==> config.mk <==
export PLATFORM = sky130hd
export DESIGN_NAME = calc_acc_hist_flat
export DESIGN_NICKNAME = d
export VERILOG_FILES = /design/src/rtl/calc_pkg.sv /design/src/rtl/calc_acc_hist_if.sv /design/src/rtl/alu.sv /design/src/rtl/calc_hist_stack.sv /design/src/rtl/decoder.sv /design/src/rtl/calc_acc_hist.sv /design/src/flat_wrapper.sv
export SDC_FILE = /design/constraint.sdc
export NUM_CORES = 1
export LEC_CHECK = 0
export ABC_AREA = 1
export BUFFER_PORTS_ARGS = -buffer_cell sky130_fd_sc_hd__buf_2
export CAP_MARGIN = 10
export CORE_MARGIN = 2
export CORE_UTILIZATION = 65
export DETAILED_ROUTE_END_ITERATION = 16
export HOLD_SLACK_MARGIN = 0.06
export PLACE_DENSITY = 0.87
export SYNTH_ARGS = -nofsm -noshare
export SYNTH_HDL_FRONTEND = slang
export SYNTH_SLANG_ARGS = --single-unit
==> constraint.sdc <==
create_clock -name clk -period 8.2 [get_ports clk]
set_input_delay 0 -clock clk [delete_from_list [all_inputs] [get_ports clk]]
set_output_delay 0 -clock clk [all_outputs]
set_load 0.02 [all_outputs]
==> src/rtl/calc_pkg.sv <==
// Shared types and constants for the accumulator calculator: FSM states,
// ALU opcodes and the history pointer width helper.
package calc_pkg;

    typedef enum logic [1:0] {
        IDLE   = 2'd0,
        CALC   = 2'd1,
        COMMIT = 2'd2
    } state_t;

    localparam logic [3:0] ALU_ADD  = 4'h0;
    localparam logic [3:0] ALU_SUB  = 4'h1;
    localparam logic [3:0] ALU_AND  = 4'h2;
    localparam logic [3:0] ALU_OR   = 4'h3;
    localparam logic [3:0] ALU_XOR  = 4'h4;
    localparam logic [3:0] ALU_MUL  = 4'h5;
    localparam logic [3:0] ALU_SHL  = 4'h6;
    localparam logic [3:0] ALU_PASS = 4'h7;

    // Smallest pointer width able to address every history slot (at least 1).
    function automatic int hist_ptr_width(input int depth);
        int w;
        for (w = 0; (1 << w) < depth; w++) begin
        end
        return (w < 1) ? 1 : w;
    endfunction

endpackage

==> src/rtl/calc_acc_hist_if.sv <==
// Board-side bundle of the calculator: buttons and switches in, LEDs and status out.
interface calc_acc_hist_if
    import calc_pkg::*;
#(
    parameter int WIDTH      = 16,
    parameter int HIST_DEPTH = 8
);
    logic                               btnl;
    logic                               btnc;
    logic                               btnr;
    logic                               btnd;
    logic                               btn_undo;
    logic [WIDTH-1:0]                   sw;
    logic [WIDTH-1:0]                   led;
    logic                               ovf;
    logic                               busy;
    logic [hist_ptr_width(HIST_DEPTH):0] hist_cnt;

    modport master (
        output btnl, btnc, btnr, btnd, btn_undo, sw,
        input  led, ovf, busy, hist_cnt
    );

    modport slave (
        input  btnl, btnc, btnr, btnd, btn_undo, sw,
        output led, ovf, busy, hist_cnt
    );
endinterface

==> src/rtl/alu.sv <==
// Combinational 32-bit ALU; operands arrive already sign-extended.
module alu
    import calc_pkg::*;
(
    input  logic [31:0] a,
    input  logic [31:0] b,
    input  logic [3:0]  opcode,
    output logic [31:0] y
);
    always_comb begin
        y = '0;
        case (opcode)
            ALU_ADD:  y = a + b;
            ALU_SUB:  y = a - b;
            ALU_AND:  y = a & b;
            ALU_OR:   y = a | b;
            ALU_XOR:  y = a ^ b;
            ALU_MUL:  y = a * b;
            ALU_SHL:  y = a << b[3:0];
            ALU_PASS: y = b;
            default:  y = '0;
        endcase
    end
endmodule

==> src/rtl/calc_hist_stack.sv <==
// Circular LIFO of previous accumulator values; a push when full overwrites the oldest entry.
module calc_hist_stack
    import calc_pkg::*;
#(
    parameter int WIDTH      = 16,
    parameter int HIST_DEPTH = 8
) (
    input  logic                                clk,
    input  logic                                clear,
    input  logic                                push,
    input  logic                                pop,
    input  logic [WIDTH-1:0]                    push_data,
    output logic [WIDTH-1:0]                    top_data,
    output logic [hist_ptr_width(HIST_DEPTH):0] count
);
    localparam int PTR_W = hist_ptr_width(HIST_DEPTH);
    localparam int CNT_W = PTR_W + 1;

    logic [WIDTH-1:0] mem [HIST_DEPTH];
    logic [PTR_W-1:0] wr_ptr;
    logic [PTR_W-1:0] top_ptr;

    // Power-of-two depth lets the pointer wrap naturally, giving overwrite-oldest for free.
    assign top_ptr  = wr_ptr - PTR_W'(1);
    assign top_data = mem[top_ptr];

    always_ff @(posedge clk) begin
        if (clear) begin
            wr_ptr <= '0;
            count  <= '0;
        end else if (push) begin
            mem[wr_ptr] <= push_data;
            wr_ptr      <= wr_ptr + PTR_W'(1);
            if (count != CNT_W'(HIST_DEPTH)) begin
                count <= count + CNT_W'(1);
            end
        end else if (pop && (count != '0)) begin
            wr_ptr <= top_ptr;
            count  <= count - CNT_W'(1);
        end
    end
endmodule

==> src/rtl/decoder.sv <==
// Maps the three opcode select buttons {btnl, btnc, btnr} onto a 4-bit ALU opcode.
module decoder
    import calc_pkg::*;
(
    input  logic       btnl,
    input  logic       btnc,
    input  logic       btnr,
    output logic [3:0] opcode
);
    always_comb begin
        opcode = ALU_ADD;
        case ({btnl, btnc, btnr})
            3'b000:  opcode = ALU_ADD;
            3'b001:  opcode = ALU_SUB;
            3'b010:  opcode = ALU_AND;
            3'b011:  opcode = ALU_OR;
            3'b100:  opcode = ALU_XOR;
            3'b101:  opcode = ALU_MUL;
            3'b110:  opcode = ALU_SHL;
            default: opcode = ALU_PASS;
        endcase
    end
endmodule

==> src/rtl/calc_acc_hist.sv <==
// Accumulator calculator with press edge detection, three-cycle commit, undo history and overflow flag.
// Optional build macro: CALC_SATURATE_EN (saturate led on signed overflow instead of wrapping).
module calc_acc_hist
    import calc_pkg::*;
#(
    parameter int WIDTH      = 16,
    parameter int HIST_DEPTH = 8
) (
    input  logic            clk,
    input  logic            btnu,
    calc_acc_hist_if.slave  bus
);
    localparam int CNT_W = hist_ptr_width(HIST_DEPTH) + 1;

    state_t             state;
    logic               btnd_q;
    logic               undo_q;
    logic               exec_press;
    logic               undo_press;
    logic [3:0]         dec_op;
    logic [3:0]         opcode;
    logic [31:0]        op1;
    logic [31:0]        op2;
    logic [31:0]        alu_y;
    logic [31:0]        result;
    logic signed [31:0] res_shift;
    logic               ovf_next;
    logic [WIDTH-1:0]   commit_val;
    logic [WIDTH-1:0]   led_q;
    logic               ovf_q;
    logic               push;
    logic               pop;
    logic [WIDTH-1:0]   hist_top;
    logic [CNT_W-1:0]   hist_cnt;

    decoder u_decoder (
        .btnl   (bus.btnl),
        .btnc   (bus.btnc),
        .btnr   (bus.btnr),
        .opcode (dec_op)
    );

    alu u_alu (
        .a      (op1),
        .b      (op2),
        .opcode (opcode),
        .y      (alu_y)
    );

    calc_hist_stack #(
        .WIDTH      (WIDTH),
        .HIST_DEPTH (HIST_DEPTH)
    ) u_hist (
        .clk       (clk),
        .clear     (btnu),
        .push      (push),
        .pop       (pop),
        .push_data (led_q),
        .top_data  (hist_top),
        .count     (hist_cnt)
    );

    assign exec_press = bus.btnd & ~btnd_q;
    assign undo_press = bus.btn_undo & ~undo_q;

    // Result fits in WIDTH signed bits only if everything from bit WIDTH-1 upward is sign copies.
    assign res_shift = $signed(result) >>> (WIDTH - 1);
    assign ovf_next  = (res_shift != '0) && (res_shift != '1);

`ifdef CALC_SATURATE_EN
    assign commit_val = !ovf_next  ? result[WIDTH-1:0] :
                        result[31] ? {1'b1, {(WIDTH-1){1'b0}}} :
                                     {1'b0, {(WIDTH-1){1'b1}}};
`else
    assign commit_val = result[WIDTH-1:0];
`endif

    assign push = (state == COMMIT) && !btnu;
    assign pop  = (state == IDLE) && undo_press && !exec_press && !btnu;

    // Edge registers keep tracking levels even in reset, so a held button never fires on release.
    always_ff @(posedge clk) begin
        btnd_q <= bus.btnd;
        undo_q <= bus.btn_undo;
        if (btnu) begin
            state  <= IDLE;
            led_q  <= '0;
            ovf_q  <= 1'b0;
            op1    <= '0;
            op2    <= '0;
            opcode <= ALU_ADD;
            result <= '0;
        end else begin
            case (state)
                IDLE: begin
                    if (exec_press) begin
                        op1    <= {{(32-WIDTH){led_q[WIDTH-1]}}, led_q};
                        op2    <= {{(32-WIDTH){bus.sw[WIDTH-1]}}, bus.sw};
                        opcode <= dec_op;
                        state  <= CALC;
                    end else if (undo_press && (hist_cnt != '0)) begin
                        led_q <= hist_top;
                        ovf_q <= 1'b0;
                    end
                end
                CALC: begin
                    result <= alu_y;
                    state  <= COMMIT;
                end
                COMMIT: begin
                    led_q <= commit_val;
                    ovf_q <= ovf_next;
                    state <= IDLE;
                end
                default: state <= IDLE;
            endcase
        end
    end

    assign bus.led      = led_q;
    assign bus.ovf      = ovf_q;
    assign bus.busy     = (state != IDLE);
    assign bus.hist_cnt = hist_cnt;
endmodule

==> src/flat_wrapper.sv <==
// flat-port wrapper written by rule: the top's interface ports become plain ports
module calc_acc_hist_flat import calc_pkg::*;
#(
    parameter int WIDTH      = 16,
    parameter int HIST_DEPTH = 8
)
  (clk, btnu, bus_btnl, bus_btnc, bus_btnr, bus_btnd, bus_btn_undo, bus_sw, bus_led, bus_ovf, bus_busy, bus_hist_cnt);
  calc_acc_hist_if #(.WIDTH(WIDTH), .HIST_DEPTH(HIST_DEPTH)) bus_i ();
  input  logic clk;
  input  logic btnu;
  input wire logic [$bits(bus_i.btnl)-1:0] bus_btnl;
  input wire logic [$bits(bus_i.btnc)-1:0] bus_btnc;
  input wire logic [$bits(bus_i.btnr)-1:0] bus_btnr;
  input wire logic [$bits(bus_i.btnd)-1:0] bus_btnd;
  input wire logic [$bits(bus_i.btn_undo)-1:0] bus_btn_undo;
  input wire logic [$bits(bus_i.sw)-1:0] bus_sw;
  output wire logic [$bits(bus_i.led)-1:0] bus_led;
  output wire logic [$bits(bus_i.ovf)-1:0] bus_ovf;
  output wire logic [$bits(bus_i.busy)-1:0] bus_busy;
  output wire logic [$bits(bus_i.hist_cnt)-1:0] bus_hist_cnt;
  assign bus_i.btnl = bus_btnl;
  assign bus_i.btnc = bus_btnc;
  assign bus_i.btnr = bus_btnr;
  assign bus_i.btnd = bus_btnd;
  assign bus_i.btn_undo = bus_btn_undo;
  assign bus_i.sw = bus_sw;
  assign bus_led = bus_i.led;
  assign bus_ovf = bus_i.ovf;
  assign bus_busy = bus_i.busy;
  assign bus_hist_cnt = bus_i.hist_cnt;
  calc_acc_hist #(.WIDTH(WIDTH), .HIST_DEPTH(HIST_DEPTH)) u_core (.clk(clk), .btnu(btnu), .bus(bus_i));
endmodule
==> impl_metrics.json <==
{
  "avgSynthCellArea_um2": 7.73,
  "yosys.cell_types.count": 54,
  "synthTopCellsByArea": "fa_1 (23%), edfxtp_1 (17%), nand2_1 (11%), inv_1 (9.6%), dfxtp_1 (8.3%)",
  "syn-num-nets": 3396,
  "grt_usage_pct": 43.3,
  "final_net_count": 3377,
  "vias": 20800,
  "routedWlPerCell_um": 22.6,
  "ys_seq_area_share_pct": 25.0,
  "finalMaxSlewViolations": 0,
  "fill_cells": 2828,
  "p_leak_nw": 12.4,
  "end_kind": "register",
  "ant_nets": 0,
  "grt_pass1_vias": 20700,
  "die-area_mm2": 0.0369,
  "antenna_found_initial": 2,
  "htree_levels": 1,
  "drt_iter0_drc": 2419,
  "dr.pass1.iters": 6,
  "die_x_um": 192,
  "syn-cell-area_mm2": 0.0230,
  "synth-edff-count": 128,
  "clock_latency_ns": 0.55,
  "clockBufferDepth": 3,
  "worst_slew_pin_slew_ns": 1.21,
  "drc": 0,
  "cp.arrival_ns": 7.68,
  "cpMostUsedCell": "inv_1",
  "gp_congestion": 1.08,
  "fmax_mhz": 137,
  "clock_skew_ns": 0.0411,
  "required_ns": 8.60,
  "critPathTopFamily": "adder cells",
  "peakVddDrop_v": 0.000176,
  "grt_overflow_total": 0,
  "io_pins": 45,
  "synth_cells": 2972,
  "critPathKind": "register to register",
  "via_per_inst": 6.08,
  "grt_max_degree": 72,
  "synth_top_flop_cell": "edfxtp_1",
  "grt_pass1_wl_um": 119000,
  "drive_above_1_share_pct": 5.29,
  "power-per-cell-area_mw_per_mm2": 142,
  "hold_path.class": "input pin to register",
  "min_period_over_period_pct": 88.8,
  "place_hpwl_um": 58900,
  "rsz0062_at_grt": "no",
  "cp-start-kind": "register",
  "path_clk_slew_ns": 0.06,
  "place_area_mm2": 0.0234,
  "fin_tns_setup_ns": 0,
  "synth_top_cell_by_area": "fa_1",
  "tritoncts": "done",
  "ys.warnings.count": 0,
  "cts-buffers-inserted": 23,
  "die_h_um": 192,
  "cp_slowest_cell": "dfxtp_1",
  "final_area_mm2": 0.0243,
  "ys_ff_latch": 223,
  "num_rows": 68,
  "fin_crit_ns": 7.28,
  "cts.sinks": 223,
  "crit_fanout": 18,
  "synthArstFlopShare_pct": 0,
  "setup_violations": 0,
  "start_util_pct": 66.2,
  "maxCapViolCount": 0,
  "maxSlewHeadroom_pct": 19.6,
  "worst_slack_ns": 0.920,
  "ys_top_cells_by_count": "nand2_1 (652), inv_1 (587), fa_1 (265)",
  "routed_wl_um": 77400,
  "status": "finished clean",
  "synth.most_common_cell": "nand2_1",
  "crit_buf_inv": 7,
  "synth_top_cell_area_share_pct": 23.1,
  "coreArea_mm2": 0.0347,
  "cts_root_buf": "clkbuf_16",
  "multi_input_area_mm2": 0.0143,
  "syn_to_final_growth_pct": 5.83,
  "final-hold-violation-count": 0,
  "critPathMaxStageDelay_ns": 1.12,
  "portBuffers": 44,
  "postCtsSetupRepairBufs": 0,
  "seq_area_mm2": 0.00575,
  "pre_cts_ws_ns": 1.26
}
==> worst reg2reg max path, cell delays in order, from the launching register on <==
cell and delay [ns]:
dfxtp_1 1.12, ha_1 0.39, inv_1 0.12, fa_1 0.55, inv_1 0.07, fa_1 0.54
inv_1 0.07, fa_1 0.55, inv_1 0.06, fa_1 0.49, fa_1 0.51, inv_1 0.05
fa_1 0.57, inv_1 0.07, ha_1 0.42, nand2_1 0.12, inv_1 0.09, nand2_1 0.12
nor3_1 0.39, nand2_1 0.13, nand3b_1 0.18, a21oi_1 0.08, o21ai_0 0.20, nand2_1 0.11
nor2_1 0.10, nor2_1 0.05
==> final timing paths <==
path / start / slack [ns] / endpoint / depth (start not counted)
worst max-delay path: u_core.op2[7] / 0.92 / u_core.result[18] / 25
worst min-delay path: bus_btnd / 0.14 / u_core.btnd_q / 2
worst max register to register: u_core.op2[7] / 0.92 / u_core.result[18] / 25
worst min register to register: u_core.bus.ovf / 0.50 / u_core.bus.ovf / 2
==> repair_timing <==
action                    in CTS  in global routing
gates resized for setup        0                  0
hold buffers                  22                  0
hold endpoints to repair      43                  0
==> sequential cells by signal (all words and copies together) (netlist names) <==
name,count
u_core.u_hist.mem,128
u_core.result,32
u_core.bus.led,16
u_core.op1,16
u_core.op2,16
u_core.u_hist.count,4
u_core.opcode,3
u_core.u_hist.wr_ptr,3
u_core.state,2
u_core.btnd_q,1
u_core.bus.ovf,1
u_core.undo_q,1
==> where the power goes <==
part           total (mW)  leakage, nW  internal (mW)  switching, mW
logic                1.14         10.1          0.365          0.770
registers            1.29         1.97           1.21         0.0798
clock network        1.03        0.343          0.571          0.456
total                3.45         12.4           2.14           1.31
==> cells by family after synthesis <==
group,after synthesis,synth area share (%)
DFF,223,25.0
muxes,2,0.0871
AOI/OAI and AO/OA,498,11.8
and+or+nand+nor,1089,19.5
xor gates and xnor gates,11,0.452
buffers and inverters,748,12.7
adders and majority gates,401,30.5
==> area by class of cell <==
cell class / count / area share [%]
multi-input cells: 2001 / 58.9
well taps: 455 / 2.34
diodes: 2 / 0.0206
flip-flops and latches: 223 / 23.6
clock buffers: 34 / 2.62
inverters: 605 / 9.34
repair buffers: 99 / 2.83
clock inverters: 8 / 0.298
==> cell usage in the layout (no fill, tap or decap), drive strengths merged, types with 4 or more instances in the layout <==
cell type / n
buf: 77
fa: 265
xor2: 5
a31oi: 4
o21bai: 9
a21oi: 182
nor3: 18
nand4: 26
nor4: 6
dfxtp: 95
ha: 136
o21ai: 217
nor2: 243
and2: 4
dlygate4sd3: 22
xnor2: 6
clkbuf: 34
clkinv: 5
nand2: 657
nand3: 126
edfxtp: 128
o211ai: 23
a211oi: 4
inv: 606
o22ai: 45
nand3b: 5
==> metrics by stage <==
stage	power, mW	utilization [%]	hold WS (ns)	instances
floorplan	2.02	-	0.0277	2972
global placement	2.36	67.4	0.117	3361
detailed placement	2.39	67.4	0.120	3361
CTS	3.41	70.0	0.131	3425
global route	3.59	70.0	0.153	3425
finish	3.45	70.1	0.136	3427
==> per-layer routing <==
metal,GRT usage [%],vias to the layer above,part of all wire [%]
li1,-,9252,-
met1,56.3,9784,36
met2,66.4,1479,44
met3,12.3,309,13
met4,22.7,0,6.3
met5,0,-,0
Note: power is estimated with default switching activity, not from simulation.
